### src/rtl/handshake_constant_burst.sv
// handshake_constant_burst
// Each control token accepted on ctrl_* produces a burst of REPEAT output
// tokens carrying the constant VALUE. Output channel is fully registered;
// ctrl_ready only looks at outs_ready on the final beat of a burst so that
// a new burst can be chained onto the last beat without a bubble.
//
// Optional feature macro: HANDSHAKE_CONSTANT_BURST_LAST_EN
//   defined   -> extra registered output outs_last, high on the final beat
//   undefined -> port and logic absent
//
// state | meaning
// ------+---------------------------------------------------------
// IDLE  | no burst active, outs_valid=0, outs=0, ready for a token
// EMIT  | burst active, r_cnt = beats remaining including current

module handshake_constant_burst #(
    parameter int          DATA_WIDTH = 32,
    parameter logic [63:0] VALUE      = 64'd0,
    parameter int          REPEAT     = 1,
    parameter int          CNT_WIDTH  = $clog2(REPEAT + 1)
) (
    input  logic                  clk,
    input  logic                  rst,
    input  logic                  ctrl_valid,
    output logic                  ctrl_ready,
    output logic [DATA_WIDTH-1:0] outs,
    output logic                  outs_valid,
    input  logic                  outs_ready
`ifdef HANDSHAKE_CONSTANT_BURST_LAST_EN
    ,
    output logic                  outs_last
`endif
);

    generate
        if (REPEAT < 1 || REPEAT > 65535) begin : g_bad_repeat
            $error("handshake_constant_burst: REPEAT must be within 1..65535");
        end
    endgenerate

    // VALUE is truncated or zero-extended to the output width here
    localparam logic [DATA_WIDTH-1:0] C_VALUE  = DATA_WIDTH'(VALUE);
    localparam logic [CNT_WIDTH-1:0]  C_REPEAT = CNT_WIDTH'(REPEAT);
    localparam logic [CNT_WIDTH-1:0]  C_ONE    = CNT_WIDTH'(1);

    typedef enum logic {
        S_IDLE = 1'b0,
        S_EMIT = 1'b1
    } state_t;

    state_t                  r_state;
    logic [CNT_WIDTH-1:0]    r_cnt;
    logic [DATA_WIDTH-1:0]   r_outs;

    state_t                  w_state_nxt;
    logic [CNT_WIDTH-1:0]    w_cnt_nxt;
    logic [DATA_WIDTH-1:0]   w_outs_nxt;

    logic                    w_busy;
    logic                    w_cnt_last;
    logic                    w_out_fire;
    logic                    w_ctrl_ready;
    logic                    w_ctrl_fire;

    assign w_busy       = (r_state == S_EMIT);
    assign w_cnt_last   = (r_cnt == C_ONE);
    assign w_out_fire   = w_busy & outs_ready;
    // outs_ready reaches ctrl_ready only on the final beat
    assign w_ctrl_ready = ~w_busy | (outs_ready & w_cnt_last);
    assign w_ctrl_fire  = ctrl_valid & w_ctrl_ready;

    assign ctrl_ready = w_ctrl_ready;
    assign outs_valid = w_busy;
    assign outs       = r_outs;

    // Next-state logic: start, step, reload or finish a burst
    always_comb begin
        w_state_nxt = r_state;
        w_cnt_nxt   = r_cnt;
        w_outs_nxt  = r_outs;
        case (r_state)
            S_IDLE: begin
                if (w_ctrl_fire) begin
                    w_state_nxt = S_EMIT;
                    w_cnt_nxt   = C_REPEAT;
                    w_outs_nxt  = C_VALUE;
                end
            end
            S_EMIT: begin
                if (w_out_fire) begin
                    if (!w_cnt_last) begin
                        w_cnt_nxt = r_cnt - C_ONE;
                    end else if (w_ctrl_fire) begin
                        w_cnt_nxt = C_REPEAT;
                    end else begin
                        w_state_nxt = S_IDLE;
                        w_cnt_nxt   = '0;
                        w_outs_nxt  = '0;
                    end
                end
            end
            default: begin
                w_state_nxt = S_IDLE;
                w_cnt_nxt   = '0;
                w_outs_nxt  = '0;
            end
        endcase
    end

    // State registers; reset discards any burst in progress
    always_ff @(posedge clk) begin
        if (!rst) begin
            r_state <= S_IDLE;
            r_cnt   <= '0;
            r_outs  <= '0;
        end else begin
            r_state <= w_state_nxt;
            r_cnt   <= w_cnt_nxt;
            r_outs  <= w_outs_nxt;
        end
    end

`ifdef HANDSHAKE_CONSTANT_BURST_LAST_EN
    logic r_last;
    logic w_last_nxt;

    // Final-beat marker follows the same next-state as the burst counter
    always_comb begin
        w_last_nxt = (w_state_nxt == S_EMIT) && (w_cnt_nxt == C_ONE);
    end

    // Registered last flag so it is stable alongside outs during stalls
    always_ff @(posedge clk) begin
        if (!rst) begin
            r_last <= 1'b0;
        end else begin
            r_last <= w_last_nxt;
        end
    end

    assign outs_last = r_last;
`endif

endmodule

### config.mk
export PLATFORM = sky130hd
export DESIGN_NAME = handshake_constant_burst
export DESIGN_NICKNAME = d
export VERILOG_FILES = /design/src/rtl/handshake_constant_burst.sv
export SDC_FILE = /design/constraint.sdc
export NUM_CORES = 1
export LEC_CHECK = 0
export CORE_AREA = 2 2 39 41
export DETAILED_ROUTE_END_ITERATION = 6
export DIE_AREA = 0 0 41 43
export PLACE_DENSITY = 0.78
export REMOVE_ABC_BUFFERS = 1
export SYNTH_ARGS = -nofsm -noshare
export SYNTH_HDL_FRONTEND = slang
export SYNTH_SLANG_ARGS = --single-unit
### constraint.sdc
create_clock -name clk -period 2.01 [get_ports clk]
set_clock_uncertainty 0.2 [all_clocks]
set_input_delay 0.603 -clock clk [delete_from_list [all_inputs] [get_ports clk]]
set_output_delay 0.603 -clock clk [all_outputs]
set_load 0.03 [all_outputs]
==> reports/qor.yml <==
drt:
  drtIter0Drc: 0
  wire_per_inst_um: 5.576
  wl_um: 368
  vias_per_cell: 2.864
  ant_nets: 0
  num_vias: 189
  drt_pass1_iterations: 1
  drc: 0
die:
  start_util_pct: 24.32
  dieArea_mm2: 0.001763
  rows: 14
  die_h_um: 43
  die_w_um: 41
  core_mm2: 0.001384
  num_io_pins: 38
worst_setup_path:
  r2r_cells: 2
  rr_endpoint: "r_cnt"
  timing.critical_path.to: "ctrl_ready"
  crit_fanout: 2
  cp_slowest_cell: "clkdlybuf4s15_1"
  critPathRequiredTime_ns: 1.21
  path_cells: "clkdlybuf4s15_1 -> a21boi_2 -> inv_1 -> buf_6"
  reg2reg_slack_ns: 0.79
  critPathKind: "in2out"
  cp_slowest_stage_delay_ns: 0.19
  startpoint_type: "input port"
  crit_family: "buffers and inverters"
  worst-path-stages: 4
  path_buf_inv: 3
  worst_r2r_startpoint: "outs_valid"
  end_kind: "output pin"
  startpoint: "outs_ready"
  cp.arrival_ns: 1.15
power:
  ir_worst_vdd_uv: 262.0
  cellPowerDensity_mw_per_mm2: 779.8
  swShare_pct: 49.14
  power_frac_comb_pct: 43.5
  p_leak_nw: 0.1829
  p_clk_share_pct: 37.8
  power.internal_w: 0.0001256
  switching_power_w: 0.0001213
  pwr-share-seq_pct: 18.8
clock_network:
  clk_latency_ns: 0.23
  cts_tree: "yes"
  numCtsBuffers: 3
  clock_sinks: 2
  clock-root-buffer: "clkbuf_4"
  cts_max_level: 1
  ctsHoldBuffers: 0
  clk_pin_slew_worst_paths_ns: 0.03
  clockBufferDepth: 2
finish:
  final_nets: 56
  fin_area_um2: 316.6
  drive_gt1_share_pct: 12.00
  diodes: 0
  syn_to_final_growth_pct: -5.948
logic_synthesis:
  synth_cells: 42
  ys_seq_area_share_pct: 11.90
  yosysWarnings: 0
  yosys_register_bits: 2
  synth_area_um2: 336.6
  avgSynthCellArea_um2: 8.014
  synth.distinct_cells: 10
global_route:
  grt_pass1_wl_um: 538
  grt_pass1_vias: 130
  antenna_found_initial: 0
  grt_max_degree: 5
  grt.overflow.total: 0
  grt.total_usage_pct: 5.511
min_path:
  holdCritPathClass: "reg2reg"
  whs_path_depth: 1
timing:
  finalSetupTns_ns: 0
  post-route-min-period_ns: 1.953
  rsz0062_at_grt: "false"
  drv_slew: 0
  finalCritPeriodShare_pct: 97.18
  whs_ns: 0.3905
  setup_viol: 0
  fmax_mhz: 512.0
  hold_violations: 0
place:
  io_buffers: 5
  gp_congestion: 0.5626
  place_area_um2: 287.8
  dp_hpwl_um: 299.9
run:
  maxCapViolCount: 0
status:
  status: "completed"
[cell usage in the layout, fill, tap and decap left out, drive strengths merged]
cell,synthesis,layout
dlygate4sd2,0,1
clkdlybuf4s15,0,1
o21a,1,1
dfxtp,2,2
o221a,1,1
a21boi,1,1
conb,1,32
or2b,1,1
clkbuf,0,3
mux2,1,1
clkdlybuf4s50,0,2
inv,1,1
buf,32,2
nand2,1,1
[final cells by class]
type	instances	area, µm²
repair buffers	6	57.56
multi-input cells	38	172.7
clock buffers	3	22.52
well taps	16	20.02
flip-flops and latches	2	40.04
inverters	1	3.754
fillers	160	1067
[routing by layer]
metal	routed length, µm	up-vias	track usage [%]
li1	-	83	-
met2	196	23	6.250
met4	18	0	8.000
met3	67	2	5.236
met5	0	-	0
met1	86	81	4.153
[Yosys cell counts]
library cell	instances	area [µm²]
inv_1	1	3.750
buf_4	32	240.2
a21boi_0	1	7.510
nand2_1	1	3.750
o221a_1	1	11.26
o21a_1	1	7.510
conb_1	1	3.750
mux2_1	1	11.26
or2b_1	1	7.510
dfxtp_1	2	40.04
[cell families after synthesis]
group | share of synthesized area (%)
buf+inv | 72.49
compound gates | 7.808
flops | 11.90
simple gates | 3.345
mux | 3.345
other cells | 1.114
[what timing repair did]
action / 4_1_cts / 5_1_grt
endpoints found under the setup margin: 2 / 1
buffers inserted: 0 / 0
pin swaps: 1 / 1
gates resized for setup: 5 / 1
[stage by stage]
step | total power [W] | utilization [%] | setup slack, ns | std cells
3_5_place_dp | 0.0001523 | 20.80 | -0.2996 | 63
6_report | 0.0002468 | 22.88 | 0.05673 | 66
3_3_place_gp | 0.0001512 | 20.80 | -0.2892 | 63
5_1_grt | 0.0002633 | 22.88 | 0.006372 | 66
4_1_cts | 0.0002545 | 22.78 | 0.01086 | 66
2_1_floorplan | 0.0001370 | - | 0.2265 | 41
[power groups by stage]
stage                     Sequential [W]  Combinational [W]   Clock, W
final                          0.0000463           0.000107  0.0000932
after global routing           0.0000469           0.000115   0.000102
after CTS                      0.0000464           0.000106   0.000102
after detailed placement       0.0000465           0.000106          0
after global placement         0.0000464           0.000105          0
after floorplan                0.0000489          0.0000881          0
[state kept, by name, summed over array words and instances, names as in the netlist]
name        count
outs_valid      1
r_cnt           1
[worst min path at each step]
stage	start	endpoint	slack, ns
floorplan	r_cnt	r_cnt	0.31
global placement	r_cnt	r_cnt	0.33
detailed placement	r_cnt	r_cnt	0.36
CTS	r_cnt	r_cnt	0.40
global route	r_cnt	r_cnt	0.41
finish	r_cnt	r_cnt	0.39
No activity file was read; power rests on OpenSTA's default activity.
